--- config.mk ---
export PLATFORM = sky130hd
export DESIGN_NAME = mode_control_router
export DESIGN_NICKNAME = d
export VERILOG_FILES = /design/src/rtl/mode_control_router.sv
export SDC_FILE = /design/constraint.sdc
export NUM_CORES = 1
export LEC_CHECK = 0
export BUFFER_PORTS_ARGS = -buffer_cell sky130_fd_sc_hd__clkbuf_2
export CORE_MARGIN = 2
export CORE_UTILIZATION = 57
export DETAILED_ROUTE_END_ITERATION = 8
export GPL_ROUTABILITY_DRIVEN = 0
export PLACE_DENSITY = 0.87
export SKIP_CTS_REPAIR_TIMING = 1
export SYNTH_ARGS = -nofsm -noshare
export SYNTH_HDL_FRONTEND = slang
export SYNTH_SLANG_ARGS = --single-unit
export TNS_END_PERCENT = 10
--- constraint.sdc ---
create_clock -name i_clock -period 2.8 [get_ports i_clock]
set_input_delay 0.14 -clock i_clock [delete_from_list [all_inputs] [get_ports i_clock]]
set_output_delay 0.14 -clock i_clock [all_outputs]
set_load 0.005 [all_outputs]
--- src/rtl/mode_control_router.sv ---
// Routes a shared switch bank into one of NUM_CH per-mode control registers.
// Enter-type channels commit staged data on an enter edge; LIVE channels track continuously.
//
//   state     | meaning
//   ----------+------------------------------------------------------------
//   ST_SELECT | channel just (re)selected: reload staging, no writes
//   ST_EDIT   | flags live; LIVE channels track staged data; wait for enter edge
//   ST_COMMIT | write staged data to the active channel and strobe its pulse
module mode_control_router #(
    parameter int                NUM_CH    = 3,
    parameter int                CH_W      = 2,
    parameter int                DATA_W    = 8,
    parameter int                FLAG_W    = 2,
    parameter logic [NUM_CH-1:0] LIVE_MASK = 3'b101
) (
    input  logic                                i_clock,
    input  logic                                i_reset_n,
    input  logic [NUM_CH-1:0]                   i_sel_req,
    input  logic [DATA_W-1:0]                   i_data_in,
    input  logic [FLAG_W-1:0]                   i_flags_in,
    input  logic                                i_enter,
    output logic [NUM_CH*(FLAG_W+DATA_W)-1:0]   o_ch_ctrl,
    output logic [NUM_CH-1:0]                   o_commit_pulse,
    output logic [CH_W-1:0]                     o_active_ch,
    output logic                                o_pending,
    output logic [CH_W+FLAG_W+DATA_W-1:0]       o_status
);

    localparam int CW = FLAG_W + DATA_W;

    typedef enum logic [1:0] {
        ST_SELECT = 2'd0,
        ST_EDIT   = 2'd1,
        ST_COMMIT = 2'd2
    } state_t;

    state_t                      r_state;
    state_t                      w_state_nxt;
    logic [CH_W-1:0]             r_active_ch;
    logic [DATA_W-1:0]           r_staged;
    logic                        r_enter_q;
    logic [DATA_W-1:0]           r_data  [NUM_CH];
    logic [FLAG_W-1:0]           r_flags [NUM_CH];
    logic [NUM_CH-1:0]           r_commit_pulse;
    logic [CH_W+FLAG_W+DATA_W-1:0] r_status;

    logic                        w_enter_edge;
    logic                        w_sel_any;
    logic [CH_W-1:0]             w_sel_idx;
    logic [DATA_W-1:0]           w_act_data;
    logic [FLAG_W-1:0]           w_act_flags;
    logic                        w_act_live;
    logic                        w_data_we;
    logic                        w_flags_we;
    logic                        w_force_pulse;
    logic                        w_pulse;

    assign w_enter_edge = i_enter & ~r_enter_q;
    assign w_sel_any    = |i_sel_req;

    // Scan high to low so the lowest set request bit wins.
    always_comb begin
        w_sel_idx = '0;
        for (int i = NUM_CH - 1; i >= 0; i--) begin
            if (i_sel_req[i]) begin
                w_sel_idx = CH_W'(i);
            end
        end
    end

    always_comb begin
        w_act_data  = '0;
        w_act_flags = '0;
        w_act_live  = 1'b0;
        for (int i = 0; i < NUM_CH; i++) begin
            if (r_active_ch == CH_W'(i)) begin
                w_act_data  = r_data[i];
                w_act_flags = r_flags[i];
                w_act_live  = LIVE_MASK[i];
            end
        end
    end

    always_ff @(posedge i_clock or negedge i_reset_n) begin
        if (!i_reset_n) begin
            r_state <= ST_SELECT;
        end else begin
            r_state <= w_state_nxt;
        end
    end

    always_comb begin
        w_state_nxt   = r_state;
        w_data_we     = 1'b0;
        w_flags_we    = 1'b0;
        w_force_pulse = 1'b0;
        case (r_state)
            ST_SELECT: begin
                w_state_nxt = ST_EDIT;
            end
            ST_EDIT: begin
                w_flags_we = 1'b1;
                if (w_act_live) begin
                    w_data_we = 1'b1;
                end else if (w_enter_edge) begin
                    w_state_nxt = ST_COMMIT;
                end
            end
            ST_COMMIT: begin
                w_flags_we    = 1'b1;
                w_data_we     = 1'b1;
                w_force_pulse = 1'b1;
                w_state_nxt   = ST_EDIT;
            end
            default: begin
                w_state_nxt = ST_SELECT;
            end
        endcase
        // A selection request overrides the enter edge but lets a COMMIT finish.
        if (w_sel_any) begin
            w_state_nxt = ST_SELECT;
        end
    end

    assign w_pulse = w_data_we & (w_force_pulse | (r_staged != w_act_data));

    always_ff @(posedge i_clock or negedge i_reset_n) begin
        if (!i_reset_n) begin
            r_active_ch    <= '0;
            r_staged       <= '0;
            r_enter_q      <= 1'b0;
            r_commit_pulse <= '0;
            r_status       <= '0;
            for (int i = 0; i < NUM_CH; i++) begin
                r_data[i]  <= '0;
                r_flags[i] <= '0;
            end
        end else begin
            r_enter_q <= i_enter;
            r_staged  <= i_data_in;
            r_status  <= {r_active_ch, w_act_flags, w_act_data};
            if (w_sel_any) begin
                r_active_ch <= w_sel_idx;
            end
            for (int i = 0; i < NUM_CH; i++) begin
                r_commit_pulse[i] <= (r_active_ch == CH_W'(i)) && w_pulse;
                if (r_active_ch == CH_W'(i)) begin
                    if (w_data_we) begin
                        r_data[i] <= r_staged;
                    end
                    if (w_flags_we) begin
                        r_flags[i] <= i_flags_in;
                    end
                end
            end
        end
    end

    for (genvar g = 0; g < NUM_CH; g++) begin : g_ctrl
        assign o_ch_ctrl[g*CW +: CW] = {r_flags[g], r_data[g]};
    end

    assign o_pending      = (r_state != ST_SELECT) && !w_act_live && (r_staged != w_act_data);
    assign o_commit_pulse = r_commit_pulse;
    assign o_active_ch    = r_active_ch;
    assign o_status       = r_status;

endmodule
# Yosys cells after proc, flatten, opt, wreduce, memory -nomap -nowiden
# Cells that the tools add are included.
word_totals:
  regBits: 58
  inputBits: 16
  out_inout_bits: 48
  word_cells: 62
classes:
  eq_ne: 7
  n_mux: 20
  bitwise: 4
  reduce_logical: 19
ops:
  columns: ["op", "n"]
  rows:
  - ["$mux 8", 3]
  - ["$mux 2", 9]
  - ["$reduce_and 2->1", 7]
  - ["$ne 8x8->1", 1]
  - ["$mux 1", 6]
  - ["$ne 3x3->1 const B", 2]
  - ["$logic_and 1x1->1", 5]
  - ["$eq 2x1->1 const B", 2]
  - ["$eq 2x2->1 const B", 2]
  - ["$logic_not 2->1", 2]
  - ["$pmux 2 s2", 1]
  - ["$reduce_or 2->1", 2]
  - ["$reduce_or 3->1", 1]
  - ["$and 1x1->1", 2]
  - ["$pmux 1 s2", 1]
  - ["$reduce_bool 2->1", 1]
  - ["$logic_not 1->1", 1]
  - ["$not 1->1", 1]
  - ["$or 1x1->1", 1]

# Longest topological paths before layout
depth:
  depth_word: 8
  mapped_depth: 7
  depth_no_buf: 6

# Least setup slack after synthesis
# No wires, ideal clock.
synth_path:
  path_kind: "register to output"
  start: "register r_active_ch[0] (netlist: o_active_ch[0])"
  end: "output o_pending"
  arrival_time_ps: 1713
  required_ps: 2660
  setup_slack_ps: 947
  stages_incl_launch_ff: 7
  n_path_buf: 1
  cell_sequence: "dfrtp_1 -> buf_6 -> mux2_2 -> a221o_1 -> o22ai_1 -> nor4_4 -> nor3b_2"
synth_between:
  elab_chain_len: 7
  elab_cells_between_ends: 13
  classes_between: "eq/ne: 3; mux: 6; reduce/logical: 4"
synth_lines:
  columns: ["item", "line_no", "rtl"]
  rows:
  - ["start: declaration", "39", "logic [CH_W-1:0] r_active_ch;"]
  - ["start signal: assignment", "143", "r_active_ch <= w_sel_idx;"]
  - ["parallel branches: the longest is 6 deep, another holds $mux 8", null, null]
  - ["$logic_and 1x1->1 (*)", "163", "assign o_pending = (r_state != ST_SELECT) && !w_act_live && (r_staged != w_act_data);"]
  - ["end: declaration", "25", "output logic o_pending,"]
# Every way passes the cells marked *.

# Worst setup path after layout
# Ends and elaborated chain as after synthesis.

==> summary.md <==
| Metric | Value |
|---|---|
| Status | complete, no violations |
| Cells after Synth | 208 |
| CTS tree | built |
| Distinct cells, synth | 42 |
| Largest area contributor in the netlist | dfrtp_1 |
| Worst hold path depth | 2 |
| Lkg Pwr | roughly 1.7 nW |
| VDD IR max | 0.0005180 V |
| Vias per Instance | 5.728 |
| Layout area overhead | 24.92% |
| Hold Path Sink | o_active_ch[1] |
| Worst EP arrival | 2.48 ns |
| Antenna Cells | 0 |
| First-pass GRT wire length | 8804 µm |
| EDFF count, synth | 0 |
| Register bit total from synthesis | 58 |
| Port bufs | 63 |
| Nets | 309 |
| RR Startpoint | o_active_ch[0] |
| Final worst path period need | 2.619 ns |
| Worst Path Class, Setup | reg -> out |
| Post-Synth Adder-Cell Area | 1.884% |
| Root Buffer | clkbuf_8 |
| R2R Path End | o_commit_pulse[2] |
| Complex-gate fraction of the synthesized area | 8.808% |
| Final Cycle Share | between 90 and 100% |
| Clk pin slew, worst setup/hold paths | ~0.060 ns |
| Largest fanout on the critical path | 9 |
| Die area | 5222 µm² |
| Ys Warns | 0 |
| Post-synthesis simple-gate area fraction | 14.55% |
| Dominant synthesized flop cell | dfrtp_1 |
| Residual DRC | 0 |
| Final setup viols | 0 |
| Power Total | 1.942 mW |
| Initial drt markers | 127 |
| Core Region | 4414 µm² |
| CTS Buffer Depth | 2 |
| All-layer global routing usage | 22.72% |
| Layout cells sized above 1 | 39.80% |
| Placed cell areas | 3043 µm² |
| Initial antenna violation count | 0 |
| Die Wd | between 70 and 80 µm |
| Vias | 1982 |
| Mapped Area | 2656 µm² |
| Max Cap Viol | 0 |
| Drt wl/cell | roughly 16 µm |
| Launch point of the worst hold path | i_sel_req[0] |
| Synth async-reset ratio | 100.0% |
| Vias in the first global route | 1860 |
| Clock Sinks | 58 |
| XOR/XNOR Fraction of Synth Area | 0% |
| Avg Cell Area, Syn | 12.77 µm² |
| Synth cell count leaders | 58 x dfrtp_1, 27 x mux2_2, 14 x nor2b_1 |
| Die H | 72.27 µm |
| CTS buffer count | 9 |
| Slew Limit Fails | 0 |
| Main combinational cell family by area after synthesis | multiplexers |
| Net count of the mapped netlist | 228 |
| R2r setup slk | roughly 0.68 ns |
| Final WL | around 5400 µm |
| Clock skew | 0.006428 ns |
| Top cell type's share of synthesized area | 54.64% |
| First-pass DRT Iterations | 4 |
| # IOs | 64 |
| Post-DP HPWL | 3658 µm |
| Overflow after GRT | 0 |
| Setup repair after global routing missed its margin | no |
| Cell with the most instances after synthesis | dfrtp_1 |
| Starting density of the core | 60.18% |
| Pwr dens | between 500 and 600 nW/µm² |
| Area contributors post-synth | dfrtp_1 55%, mux2_2 11%, mux2_1 3.8% |
| Row cnt | 24 |
| Mux share of post-synthesis cell area | 17.15% |
| Final Core Density | 75.17% |
| Register-to-Register Path Depth | 6 |
| # H-tree levels | 3 |
| Critical Path RT | 2.66 ns |
| Worst Hold Class | in -> reg |
| Worst-Margin Slew | 0.7251 ns |
| TNS Setup | 0 ns |
| Startpoint Class | flip-flop |
| Post-route ant nets | 0 |
| Largest net degree at the start of global routing | 31 |
| Crit. End Element | output pin |
| Final instance area | 3318 µm² |
| Hold Violations, Final | 0 |
| Fmax | 0.3818 GHz |
| Register area share after synthesis | 54.64% |
| Filler cell count | 300 |
| Relative slew slack | about half |
| Clk_lat worst skew | between 0.3 and 0.4 ns |
## metal layers
| layer | global-route usage, % | vias up | wire (µm) |
|---|---|---|---|
| li1 | - | 917 | - |
| met1 | 28.93 | 979 | 2390 |
| met2 | 34.56 | 69 | 2568 |
| met3 | 7.083 | 17 | 302 |
| met4 | 12.79 | 0 | 183 |
| met5 | 0 | - | 0 |
## cell usage in the layout (no fill, tap or decap), drive strengths merged, types with 4 or more instances in the layout
| cell | n |
|---|---|
| dlygate4sd3 | 11 |
| a21oi | 9 |
| nor2 | 12 |
| nor3 | 6 |
| buf | 5 |
| nand2 | 5 |
| dfrtp | 58 |
| nand2b | 7 |
| nor2b | 14 |
| ha | 4 |
| and4b | 6 |
| mux2 | 38 |
| clkbuf | 76 |
| a221o | 6 |
| inv | 6 |
## final cells by class
type,instances,area [µm²],area share [%]
Clock buffer,13,148.9,4.487
Clock inverter,3,15.01,0.4525
Inverter,6,22.52,0.6787
Multi-Input combinational cell,135,1126,33.94
Sequential cell,58,1453,43.78
Tap cell,52,65.06,1.961
Timing Repair Buffer,79,488.0,14.71
## sequential cells by signal, summed over array words and instances (netlist names)
name            cells
r_state             2
o_active_ch         2
r_staged            8
o_ch_ctrl          30
o_status           12
o_commit_pulse      3
r_enter_q           1
## kinds of logic after synthesis
logic type | after synthesis
buffers and inverters | 15
muxes | 40
DFF | 58
and+or+nand+nor | 61
AOI/OAI and AO/OA | 30
adders and majority gates | 4
## through the flow
step | std cells | hold WS, ns | setup slack [ns]
after global placement | 319 | 0.2152 | 0.5798
after detailed placement | 319 | 0.2363 | 0.5466
after global routing | 346 | 0.02335 | 0.08972
after floorplan | 208 | -0.1556 | 0.9468
after CTS | 335 | -0.1205 | 0.1792
final | 346 | 0.01601 | 0.1810
## worst max path at each step
stage / start / to / depth (start not counted)
finish: o_active_ch[0] / o_pending / 7
global route: o_active_ch[0] / o_pending / 7
detailed placement: o_active_ch[0] / o_pending / 7
global placement: o_active_ch[0] / o_pending / 7
floorplan: o_active_ch[0] / o_pending / 6
CTS: o_active_ch[0] / o_pending / 7
## worst max-delay path, cell delays in order (launching register included)
cell	delay [ns]
dfrtp_1	0.54
buf_4	0.23
mux2_2	0.36
a221o_1	0.33
o22ai_1	0.30
nor4_4	0.10
nor3b_2	0.17
clkbuf_2	0.13
## power by group
part | switching, mW | internal, mW | total [mW]
Clock | 0.299 | 0.341 | 0.640
Combinational | 0.143 | 0.170 | 0.313
Sequential | 0.0652 | 0.924 | 0.989
Total | 0.507 | 1.44 | 1.94
Note: power is estimated with default switching activity, not from simulation.
